===== src/rtl/alu_exec_unit.sv =====
// Integer execute unit: ALU control decode, 32-bit ALU with status flags,
// a one-cycle registered copy of result/status, and ID-stage forwarding selects.
module alu_exec_unit (
    input  logic        clk,
    input  logic        reset,
    input  logic [1:0]  alu_op,
    input  logic [5:0]  funct,
    input  logic [4:0]  shamt,
    input  logic [31:0] src_a,
    input  logic [31:0] src_b,
    output logic [3:0]  alu_ctrl,
    output logic [31:0] result,
    output logic [7:0]  status,
    output logic [31:0] result_q,
    output logic [7:0]  status_q,
    input  logic        id_ex_regwrite,
    input  logic        ex_mem_regwrite,
    input  logic [4:0]  id_ex_rd,
    input  logic [4:0]  ex_mem_rd,
    input  logic [4:0]  if_id_rs,
    input  logic [4:0]  if_id_rt,
    output logic [1:0]  f1,
    output logic [1:0]  f2
);

    localparam logic [3:0] CTRL_AND = 4'b0000;
    localparam logic [3:0] CTRL_OR  = 4'b0001;
    localparam logic [3:0] CTRL_ADD = 4'b0010;
    localparam logic [3:0] CTRL_SUB = 4'b0110;
    localparam logic [3:0] CTRL_SLT = 4'b0111;
    localparam logic [3:0] CTRL_SLL = 4'b1000;
    localparam logic [3:0] CTRL_SRL = 4'b1001;
    localparam logic [3:0] CTRL_XOR = 4'b1010;
    localparam logic [3:0] CTRL_SRA = 4'b1011;
    localparam logic [3:0] CTRL_NOR = 4'b1100;
    localparam logic [3:0] CTRL_INV = 4'b1111;

    localparam logic [1:0] FWD_REG = 2'b00;
    localparam logic [1:0] FWD_EX  = 2'b01;
    localparam logic [1:0] FWD_MEM = 2'b10;

    logic [32:0] sum_ext;
    logic [32:0] diff_ext;
    logic        add_ovf;
    logic        sub_ovf;
    logic        invalid_op;
    logic        ovf_flag;
    logic        carry_flag;
    logic [31:0] result_d;
    logic [7:0]  status_d;

    always_comb begin
        alu_ctrl = CTRL_INV;
        unique case (alu_op)
            2'b00: alu_ctrl = CTRL_ADD;
            2'b01: alu_ctrl = CTRL_SUB;
            2'b11: alu_ctrl = CTRL_OR;
            default: begin
                case (funct)
                    6'b100000: alu_ctrl = CTRL_ADD;
                    6'b100010: alu_ctrl = CTRL_SUB;
                    6'b100100: alu_ctrl = CTRL_AND;
                    6'b100101: alu_ctrl = CTRL_OR;
                    6'b100110: alu_ctrl = CTRL_XOR;
                    6'b100111: alu_ctrl = CTRL_NOR;
                    6'b101010: alu_ctrl = CTRL_SLT;
                    6'b000000: alu_ctrl = CTRL_SLL;
                    6'b000010: alu_ctrl = CTRL_SRL;
                    6'b000011: alu_ctrl = CTRL_SRA;
                    default:   alu_ctrl = CTRL_INV;
                endcase
            end
        endcase
    end

    // Bit 32 of the extended difference is the unsigned borrow (a < b).
    assign sum_ext  = {1'b0, src_a} + {1'b0, src_b};
    assign diff_ext = {1'b0, src_a} - {1'b0, src_b};
    assign add_ovf  = (src_a[31] == src_b[31]) && (sum_ext[31] != src_a[31]);
    assign sub_ovf  = (src_a[31] != src_b[31]) && (diff_ext[31] != src_a[31]);

    always_comb begin
        result     = 32'd0;
        invalid_op = 1'b0;
        ovf_flag   = 1'b0;
        carry_flag = 1'b0;
        case (alu_ctrl)
            CTRL_ADD: begin
                result     = sum_ext[31:0];
                ovf_flag   = add_ovf;
                carry_flag = sum_ext[32];
            end
            CTRL_SUB: begin
                result     = diff_ext[31:0];
                ovf_flag   = sub_ovf;
                carry_flag = diff_ext[32];
            end
            CTRL_AND: result = src_a & src_b;
            CTRL_OR:  result = src_a | src_b;
            CTRL_XOR: result = src_a ^ src_b;
            CTRL_NOR: result = ~(src_a | src_b);
            CTRL_SLT: result = {31'd0, ($signed(src_a) < $signed(src_b))};
            CTRL_SLL: result = src_b << shamt;
            CTRL_SRL: result = src_b >> shamt;
            CTRL_SRA: result = $unsigned($signed(src_b) >>> shamt);
            default: begin
                result     = 32'd0;
                invalid_op = 1'b1;
            end
        endcase
    end

    assign status = {3'b000, invalid_op, carry_flag, ovf_flag, result[31], (result == 32'd0)};

    assign result_d = result;
    assign status_d = status;

    always_ff @(posedge clk) begin
        if (reset) begin
            result_q <= 32'd0;
            status_q <= 8'd0;
        end else begin
            result_q <= result_d;
            status_q <= status_d;
        end
    end

    // EX-stage producer is newer than MEM, so it wins when both match; r0 never forwards.
    function automatic logic [1:0] fwd_sel(input logic [4:0] src);
        if (id_ex_regwrite && (id_ex_rd != 5'd0) && (id_ex_rd == src))
            return FWD_EX;
        else if (ex_mem_regwrite && (ex_mem_rd != 5'd0) && (ex_mem_rd == src))
            return FWD_MEM;
        else
            return FWD_REG;
    endfunction

    assign f1 = fwd_sel(if_id_rs);
    assign f2 = fwd_sel(if_id_rt);

endmodule


===== config.mk =====
export PLATFORM = sky130hd
export DESIGN_NAME = alu_exec_unit
export DESIGN_NICKNAME = d
export VERILOG_FILES = /design/src/rtl/alu_exec_unit.sv
export SDC_FILE = /design/constraint.sdc
export NUM_CORES = 1
export LEC_CHECK = 0
export BUFFER_PORTS_ARGS = -buffer_cell sky130_fd_sc_hd__buf_2
export CORE_MARGIN = 3
export CORE_UTILIZATION = 33
export CTS_CLUSTER_DIAMETER = 40
export DETAILED_ROUTE_END_ITERATION = 8
export GPL_TIMING_DRIVEN = 0
export SYNTH_ARGS = -nofsm -noshare
export SYNTH_HDL_FRONTEND = slang
export SYNTH_SLANG_ARGS = --single-unit
export TNS_END_PERCENT = 100

===== constraint.sdc =====
create_clock -name clk -period 4.95 [get_ports clk]
set_input_delay 0.495 -clock clk [delete_from_list [all_inputs] [get_ports clk]]
set_output_delay 0.495 -clock clk [all_outputs]
set_load 0.01 [all_outputs]

==> results.txt <==
----------------------------------------------------
[Clock tree]
  TritonCTS clock tree ... yes
  Number of buffers on the longest clock path ... 2
  Number of buffers created by CTS ... 5
  Cts hold-fix bufs ... 0
  Count of H-tree levels built during CTS ... 2
  CTS Sinks ... 36
  Master cell of the clock root buffer ... clkbuf_16
  Clock transition time at the flip-flop clock pins of the worst setup and hold paths ... roughly 0.05 ns

[Drt]
  1st-pass router iterations ... 7
  Via density per instance ... 6.54
  Number of routed nets with antenna violations ... 0
  Number of violations reported at the end of detailed-routing iteration 0 ... ~1,900
  DR WL/cell ... 30.8 um
  Routed wire length ... ~71,000 um
  Remaining routing DRC violations ... 0
  Count of vias placed by the detailed router ... ~15,000

[Floorplanning]
  Die height ... 194 um
  Initial cell density of the core ... 33.6%
  Area inside the core boundary ... about 35,000 um^2
  Die area ... about 38,000 um^2
  Row cnt ... 68
  Horizontal extent of the die ... between 150 and 200 um
  Io pins ... 189

[Timing]
  Top achievable clock speed ... 203 MHz
  Post-route setup slack ... roughly 0.013 ns
  Worst hold slack after final layout ... 0.586 ns
  Final critical-path required period ... roughly 4.9 ns
  Total of endpoints with negative setup slack in the final report ... 0
  Final-report max-slew violation count ... 0
  Number of hold-slack violations in the final timing report ... 0
  Worst slew margin ... a little under a quarter
  Crit share post-route ... ~100%
  Worst-margin pin slew ... between 1 and 1.5 ns
  Setup TNS ... 0 ns

[Synth]
  Post-synth top area share ... a little over a tenth
  Synthesized cell area ... about 12,000 um^2
  Yosys top cell by area ... ha_1
  Async set-or-reset flop fraction in the synthesized netlist ... 0%
  Cells taking the most area after synthesis ... ha_1 (11%), mux4_2 (7.2%), dfxtp_1 (6.2%)
  EDFF count, synth ... 0
  Mean Syn Cell Area ... between 6 and 7 um^2
  Number of storage elements in the synthesis netlist ... 36
  Most used flip-flop cell after synthesis ... dfxtp_1
  Cells after synthesis ... between 1,500 and 2,000
  Portion of the post-synthesis area used by sequential elements ... between 6 and 7%
  Count of cell types in the netlist ... 89
  YS warnings ... 0

[Final layout]
  Layout cell share with drive strength beyond 1 ... between 20% and 30%
  Final non-filler cell area ... ~14,000 um^2
  Final Net Count ... between 2,000 and 2,500
  Finished Core Util ... between 40% and 50%
  Layout overhead on the synthesized area ... 19.6%

[Pwr]
  Pwr/cell area ... roughly 170 nW/um^2
  Peak VDD IR ... ~0.22 mV
  P_leak ... slightly above 0.006 uW

[Hold path]
  Worst min path class ... input port to register
  Worst min-delay path startpoint ... reset
  Endpoint with the worst hold slack ... status_q[3]
  Hold Crit Depth ... 2

[Critical path]
  Maximum fanout along the worst path ... 10
  Crit. End Element ... output pin
  Combined buffer and inverter count along the critical path ... 5
  Required time worst endpoint ... around 4.5 ns
  Delay of the slowest critical-path stage ... approximately 0.66 ns
  Cell family with most CP delay ... buffers and inverters
  Worst setup SP type ... input port
  Cell-by-cell trace of the critical path ... buf_2, buf_2, clkbuf_1, buf_1, a21oi_1, a221oi_1, o21ai_0, a211o_1, nor2_1, nand4_1, nor4_2, buf_2
  Cell with the largest stage delay on the worst path ... a221oi_1
  Worst Setup Path Type ... input port to output pin
  Critical Path AT ... about 4.4 ns
  CP Depth ... 12
  Most Frequent Cell on Critical Path ... buf_2

[Global route]
  Via count of the first global-routing pass ... approximately 14,000
  Busiest metal layer after global routing ... met2
  Residual overflow from global routing ... 0
  Maximum number of pins on one net before global-route repair ... 11
  Global-route met2 utilization ... a little under three fifths
  GRT Overall Usage ... 35.9%
  Wire length of the first global-routing pass ... about 100,000 um
  Met1 usage in global routing ... 48.1%
  Number of antenna violations at the first check in global routing ... 6
  Global routing met3 resource utilization ... 5.53%

[Flow run]
  Number of maximum-capacitance violations ... 0

[Place]
  Sum of net half-perimeters after detailed placement ... just under 60,000 um
  Pre-CTS setup slack ... -0.937 ns
  Buffers added on ports ... about 180
  Placer's final routability congestion estimate ... roughly 1.0
  Placed cell areas ... about 13,000 um^2

[Outcome]
  Status ... finished, final reports clean

----------------------------------------------------
## cell type report
class	instances	area, um^2
Antenna cell	1	2.50
Tap cell	455	569
Multi-Input combinational cell	1374	10300
Inverter	126	473
Timing Repair Buffer	196	1040
Clock buffer	8	146
Sequential cell	36	721
Fill cell	3773	20700
Buffer	125	648
## layout by cell type, fill, tap and decap left out, types with 32 or more instances in the layout
master / Yosys / final
buf_2: 28 / 203
nor2_1: 178 / 173
nand2_1: 163 / 159
inv_1: 124 / 124
a21oi_1: 113 / 106
ha_1: 99 / 93
o21ai_0: 90 / 81
mux2i_1: 59 / 57
clkbuf_1: 71 / 46
buf_4: 17 / 39
nand3_1: 39 / 38
mux4_2: 37 / 37
dfxtp_1: 36 / 36
nor3_1: 38 / 33
mux2_2: 32 / 32
## synthesized netlist by cell type (10+ instances only)
library cell	number
a211oi_1	25
a21o_1	16
a21oi_1	113
a221o_1	11
a221oi_1	15
a22o_1	10
a22oi_1	24
a31oi_1	21
a32oi_1	14
and2_1	17
buf_1	11
buf_2	28
buf_4	17
clkbuf_1	71
dfxtp_1	36
ha_1	99
inv_1	124
mux2_2	32
mux2i_1	59
mux4_2	37
nand2_1	163
nand2b_1	15
nand3_1	39
nand4_1	20
nor2_1	178
nor2b_1	25
nor3_1	38
nor4_1	22
o211ai_1	27
o21ai_0	90
o21bai_1	11
o221ai_1	14
o22ai_1	24
o31ai_1	15
xnor2_1	24
xor2_1	15
## per-stage QoR
step | cells | total power (uW)
4_1_cts | 2313 | 2330
6_report | 2321 | 2430
3_3_place_gp | 2299 | 1960
3_5_place_dp | 2300 | 1950
2_1_floorplan | 1667 | 1310
5_1_grt | 2320 | 2530
## cells by family after synthesis
group                      share of synthesized area [%]
muxes                                               16.3
xor gates and xnor gates                            2.94
AOI/OAI and AO/OA                                   31.4
adders and majority gates                           11.0
DFF                                                 6.20
buffers and inverters                               9.43
and+or+nand+nor                                     22.7
other                                             0.0322
## worst max path at each step
stage                  start        end
floorplan           src_a[0]  status[0]
global route        src_b[0]  status[0]
CTS                 shamt[2]  status[0]
finish              shamt[2]  status[0]
global placement    shamt[3]  status[0]
detailed placement  src_b[5]  status[0]
## power breakdown
group	internal, uW	switching (uW)	leakage, uW
clock network	200	109	0.0000712
logic	617	1180	0.00570
registers	321	6.25	0.000298
total	1140	1290	0.00607
## what timing repair did
item                       in CTS  in global routing
resized for setup              85                 68
pin swaps                      12                 21
setup endpoints to repair      17                  2
setup buffers                  10                  8
## state kept, by name, indices dropped and copies added (netlist names)
signal    flops
result_q     31
status_q      5
## per-layer routing
layer | vias up | share of wire, %
met2 | 1050 | 44
met3 | 197 | 9.9
met5 | - | 0.14
li1 | 6567 | -
met1 | 7365 | 40
met4 | 4 | 5.2
No activity file was read; power rests on OpenSTA's default activity.
